==> src/rtl/ps2_frame_rx.sv <==
// ps2_frame_rx
// Receives PS/2 device-to-host frames on raw, asynchronous PS2Clk/PS2Data
// lines and turns them into key events for the scan-code-to-ASCII stage.
//   - 2-flop synchronisers on both lines, plus a persistence filter on the clock.
//   - 11-bit frame deserialiser: start(0), 8 data bits LSB-first, odd parity, stop(1).
//   - Inter-edge timeout that abandons a stalled frame.
//   - E0/F0 prefix folding into a single key event.
//
// Ports:
//   sys_clk       in   system clock
//   reset         in   synchronous, active-high reset
//   PS2Clk        in   raw PS/2 clock line (asynchronous)
//   PS2Data       in   raw PS/2 data line (asynchronous)
//   frame_valid   out  one-cycle pulse, good frame received
//   frame_byte    out  last good byte, held until the next good frame
//   frame_error   out  one-cycle pulse, parity/stop/timeout failure
//   key_valid     out  one-cycle pulse, complete key event
//   key_code      out  scan code of the event, held until the next key_valid
//   key_extended  out  event was preceded by E0
//   key_break     out  event was preceded by F0 (key release)
//   busy          out  a frame is in progress
//
// Handshake: there is no back-pressure. frame_valid/frame_error/key_valid are
// single-cycle strobes; the accompanying data outputs stay stable until the
// next strobe of the same kind, so a consumer may sample them at any time
// after the strobe.
module ps2_frame_rx #(
  parameter int FILTER_CYCLES  = 8,
  parameter int TIMEOUT_CYCLES = 50000
) (
  input  logic       sys_clk,
  input  logic       reset,
  input  logic       PS2Clk,
  input  logic       PS2Data,
  output logic       frame_valid,
  output logic [7:0] frame_byte,
  output logic       frame_error,
  output logic       key_valid,
  output logic [7:0] key_code,
  output logic       key_extended,
  output logic       key_break,
  output logic       busy
);

  localparam int FW = $clog2(FILTER_CYCLES + 1);
  localparam int TW = $clog2(TIMEOUT_CYCLES + 1);

  typedef enum logic [1:0] {IDLE, DATA, PARITY, STOP} state_t;

  state_t        state, state_nxt;
  logic          clk_s1, clk_s2, data_s1, data_s2;
  logic          filt_clk, filt_clk_d;
  logic [FW-1:0] filt_cnt;
  logic [TW-1:0] to_cnt;
  logic [2:0]    bit_cnt;
  logic [7:0]    shift;
  logic          par_bit;
  logic          ext_pending, brk_pending;

  logic sample_evt, to_hit, frame_done, frame_ok, timeout;

  // Synchronisers idle high, matching the released state of the bus.
  always_ff @(posedge sys_clk) begin
    if (reset) begin
      clk_s1  <= 1'b1;
      clk_s2  <= 1'b1;
      data_s1 <= 1'b1;
      data_s2 <= 1'b1;
    end else begin
      clk_s1  <= PS2Clk;
      clk_s2  <= clk_s1;
      data_s1 <= PS2Data;
      data_s2 <= data_s1;
    end
  end

  // Persistence filter: the clock must disagree with the filtered value for
  // FILTER_CYCLES consecutive samples before the filtered value follows it.
  always_ff @(posedge sys_clk) begin
    if (reset) begin
      filt_clk   <= 1'b1;
      filt_clk_d <= 1'b1;
      filt_cnt   <= '0;
    end else begin
      filt_clk_d <= filt_clk;
      if (clk_s2 == filt_clk) begin
        filt_cnt <= '0;
      end else if (filt_cnt == FW'(FILTER_CYCLES - 1)) begin
        filt_clk <= clk_s2;
        filt_cnt <= '0;
      end else begin
        filt_cnt <= filt_cnt + FW'(1);
      end
    end
  end

  assign sample_evt = filt_clk_d & ~filt_clk;
  // A sample event clears the timer, so it always wins over a timeout.
  assign to_hit     = (to_cnt == TW'(TIMEOUT_CYCLES - 1));

  // State register
  always_ff @(posedge sys_clk) begin
    if (reset) state <= IDLE;
    else       state <= state_nxt;
  end

  // Next-state logic
  always_comb begin
    state_nxt = state;
    case (state)
      IDLE:   if (sample_evt && !data_s2)            state_nxt = DATA;
      DATA:   if (sample_evt && bit_cnt == 3'd7)     state_nxt = PARITY;
      PARITY: if (sample_evt)                        state_nxt = STOP;
      STOP:   if (sample_evt)                        state_nxt = IDLE;
      default:                                       state_nxt = IDLE;
    endcase
    if (state != IDLE && !sample_evt && to_hit) state_nxt = IDLE;
  end

  // FSM-derived controls
  always_comb begin
    busy       = (state != IDLE);
    frame_done = (state == STOP) && sample_evt;
    frame_ok   = frame_done && (^shift ^ par_bit) && data_s2;
    timeout    = (state != IDLE) && !sample_evt && to_hit;
  end

  // Deserialiser datapath and inter-edge timer
  always_ff @(posedge sys_clk) begin
    if (reset) begin
      bit_cnt <= '0;
      shift   <= '0;
      par_bit <= 1'b0;
      to_cnt  <= '0;
    end else begin
      if (state == IDLE || sample_evt || timeout) to_cnt <= '0;
      else                                        to_cnt <= to_cnt + TW'(1);

      if (sample_evt) begin
        case (state)
          IDLE:   bit_cnt <= '0;
          DATA: begin
            shift   <= {data_s2, shift[7:1]};
            bit_cnt <= bit_cnt + 3'd1;
          end
          PARITY: par_bit <= data_s2;
          default: ;
        endcase
      end
    end
  end

  // Frame result strobes
  always_ff @(posedge sys_clk) begin
    if (reset) begin
      frame_valid <= 1'b0;
      frame_error <= 1'b0;
      frame_byte  <= '0;
    end else begin
      frame_valid <= frame_ok;
      frame_error <= (frame_done && !frame_ok) || timeout;
      if (frame_ok) frame_byte <= shift;
    end
  end

  // Prefix folding: E0/F0 only arm flags; any other byte closes the event.
  always_ff @(posedge sys_clk) begin
    if (reset) begin
      ext_pending  <= 1'b0;
      brk_pending  <= 1'b0;
      key_valid    <= 1'b0;
      key_code     <= '0;
      key_extended <= 1'b0;
      key_break    <= 1'b0;
    end else begin
      key_valid <= 1'b0;
      if (frame_error) begin
        ext_pending <= 1'b0;
        brk_pending <= 1'b0;
      end else if (frame_valid) begin
        if (frame_byte == 8'hE0) begin
          ext_pending <= 1'b1;
        end else if (frame_byte == 8'hF0) begin
          brk_pending <= 1'b1;
        end else begin
          key_valid    <= 1'b1;
          key_code     <= frame_byte;
          key_extended <= ext_pending;
          key_break    <= brk_pending;
          ext_pending  <= 1'b0;
          brk_pending  <= 1'b0;
        end
      end
    end
  end

endmodule

==> config.mk <==
export PLATFORM = sky130hd
export DESIGN_NAME = ps2_frame_rx
export DESIGN_NICKNAME = d
export VERILOG_FILES = /design/src/rtl/ps2_frame_rx.sv
export SDC_FILE = /design/constraint.sdc
export NUM_CORES = 1
export LEC_CHECK = 0
export ABC_AREA = 0
export BUFFER_PORTS_ARGS = -buffer_cell sky130_fd_sc_hd__buf_2
export CORE_ASPECT_RATIO = 1.75
export CORE_MARGIN = 2
export CORE_UTILIZATION = 58
export DETAILED_ROUTE_END_ITERATION = 8
export HOLD_SLACK_MARGIN = 0.1
export PLACE_DENSITY = 0.78
export SYNTH_ARGS = -nofsm -noshare
export SYNTH_HDL_FRONTEND = slang
export SYNTH_SLANG_ARGS = --single-unit
==> constraint.sdc <==
create_clock -name sys_clk -period 2.5 [get_ports sys_clk]
set_clock_uncertainty 0.2 [all_clocks]
set_input_delay 0.5 -clock sys_clk [delete_from_list [all_inputs] [get_ports sys_clk]]
set_output_delay 0.5 -clock sys_clk [all_outputs]
set_load 0.005 [all_outputs]
==> flow_summary.toml <==
[logic_synthesis]
yosysTopAreaCell = "dfxtp_1"
yosysMostFrequentCell = "dfxtp_1"
synthesis.nets = 293
ys_seq_elements = 63
yosys.area.top_type_share_pct = 46.37
synth_edf_count = 0
synth_cell_type_count = 45
syn_area_per_cell_sq_um = 9.680
syn-instance-count = 281
syn_area_sq_um = 2720
synth_warnings = 0
synthTopCellsByArea = "dfxtp_1 46%, mux2i_1 7.7%, xnor2_1 4.2%"
synthArstFlopShare_pct = 0
synth-seq-area-share_pct = 46.37
synth_common_cells = "63 x dfxtp_1, 28 x nor2_1, 27 x nand2_1, 21 x mux2i_1, 17 x nand2b_1"
synth_ff_type = "dfxtp_1"

[setup_path]
crit_fanout = 4
ff2ff_path_depth = 5
crit_path_start_kind = "flip-flop"
worst_setup_path_end_kind = "flip-flop"
cp_top_family = "simple AND/OR/NAND/NOR gates"
r2r-end = "to_cnt[14]"
cp.required_ps = 2520
crit_chain = "ha_1, nand4_1, nor4_1, a31o_2, a21oi_1"
crit_type = "reg -> reg"
reg2reg_from = "to_cnt[0]"
slowest_stage = "nor4_1"
reg2reg_setup_slack_ps = 390
cp.arrival_ps = 2130
path_buf_inv = 0
crit_path_max_incr_delay_ps = 660

[layout]
stdcell_count = 369
area_growth_pct = 14.17
layout-drive-gt1-share_pct = 20.82
antenna_cells = 0
design_area_sq_um = 3105
nets = 325
final_util_pct = 67.76

[min_path]
min_to = "data_s1"
hold_depth = 2
hp-class = "in -> reg"
hp-start = "PS2Data"

[sta]
drv_slew = 0
final.setup.tns_ps = 0
hold_ws_ps = 139.4
max_freq_mhz = 474.9
hold_violations = 0
min_period_over_period_pct = 84.23
tightestPinTransition_ps = 687.4
relSlewSlack_pct = 53.75
finalSetupViolations = 0
setup_ws_ps = 394.4
min_period_ps = 2106
rsz0062_at_grt = "no"

[grt]
antenna_found_initial = 0
grt_pass1_vias = 1938
grt_max_degree = 22
grt_use_total_pct = 20.99
grt_pass1_wl_mm = 8.383
grt_overflow = 0

[floorplan]
core_sq_um = 4583
io_pins = 26
die_area_sq_um = 5275
start_util_pct = 59.35
die_h_um = 94.59
rows = 33
die_x_um = 55.77

[clocking]
cts_root_buf = "clkbuf_8"
clock_sinks = 63
tritoncts = "yes"
postCtsHoldBufs = 0
cts_resized = 0
postCtsSetupBuffers = 0
htree_levels = 3
clkLatencyLatePin_ps = 350
cts_buffers = 9
path_clk_slew_ps = 60
clk_path_buf_depth = 2

[pwr]
p_leak_nw = 1.231
powerDensity_nw_per_um2 = 641.4
ir_drop_mv = 0.6183
power_mw = 1.992

[detailed_routing]
routed_wl_mm = 4.952
drc = 0
ant_nets = 0
vias = 2033
via_per_inst = 5.509
firstDrtPassIters = 5
drt_iter0_drc = 51
wl_per_cell_um = 13.42

[place]
dp_cells = 354
placed_cell_area_sq_um = 2894
portBuffers = 25
place.gp.congestion = 0.7502
dpl_worst_slack_ps = 403.8
dp.final_hpwl_mm = 3.538

[flow_run]
max-cap-violations = 0

[run_status]
status = "complete, no violations"
state kept, by name, indices dropped and copies added (netlist names):
signal,flops
key_valid,1
clk_s2,1
key_break,1
frame_byte,8
data_s1,1
ext_pending,1
key_code,8
frame_error,1
par_bit,1
to_cnt,16
filt_clk_d,1
filt_clk,1
data_s2,1
clk_s1,1
filt_cnt,4
key_extended,1
bit_cnt,3
brk_pending,1
frame_valid,1
shift,8
state,2
worst max path at each step:
stage / from / end / slack (ps) / cells past startpoint
6_report: to_cnt[0] / to_cnt[14] / 390 / 5
3_5_place_dp: to_cnt[10] / to_cnt[3] / 400 / 4
5_1_grt: to_cnt[0] / to_cnt[14] / 280 / 5
4_1_cts: to_cnt[0] / to_cnt[14] / 390 / 5
2_1_floorplan: to_cnt[10] / to_cnt[6] / 480 / 5
3_3_place_gp: to_cnt[10] / to_cnt[3] / 440 / 4
cells in the final DEF (no fill, tap or decap), types with 3 or more instances in the layout:
cell      synthesis  routed
nand3_1           6       6
nor4_1            4       4
ha_1              8       8
nor2_1           28      28
clkbuf_8          0      10
mux2i_1          21      21
xnor2_1          13      13
buf_4             1       5
dfxtp_1          63      63
a21oi_1          12      12
nor3_1            6       6
nand2b_1         17      17
nand4_1           6       6
nand2_1          27      27
nor2b_1           3       3
buf_2             0      25
nor2_2           10      10
xor2_1            5       5
inv_1             7       7
or2_2             5       5
power breakdown:
group	internal [mW]	switching (mW)
sequential	1.01	0.00188
clock	0.580	0.377
combinational	0.0118	0.0149
area by class of cell:
| type | count | area (sq um) |
|---|---|---|
| clock buffers | 11 | 141.4 |
| fillers | 382 | 1478 |
| inverters | 7 | 26.28 |
| well taps | 52 | 65.06 |
| multi-input cells | 202 | 1379 |
| clock inverters | 4 | 70.07 |
| flip-flops and latches | 63 | 1261 |
| repair buffers | 30 | 162.7 |
worst register-to-register path, cell delays in order, from the launching register on:
cell	delay, ps
dfxtp_1	380
ha_1	260
nand4_1	190
nor4_1	660
a31o_2	240
a21oi_1	50
cell families (layout without fill, tap and decap cells):
kind of cell | Yosys count | count (layout) | share of synthesized area [%]
xor+xnor | 20 | 20 | 7.452
mux | 22 | 22 | 8.556
compound gates | 24 | 24 | 5.704
flops | 63 | 63 | 46.37
buf+inv | 16 | 52 | 2.944
simple gates | 128 | 128 | 25.30
fa+ha+maj | 8 | 8 | 3.680
routing by layer:
layer  global-route usage (%)  part of all wire (%)  up-vias
li1                         -                     -     1023
met4                    17.48                   3.6        0
met2                    38.29                    55       44
met3                    4.658                   4.1       13
met5                        0                     0        -
met1                    19.50                    38      953
Power figures use the tool's default switching activity.
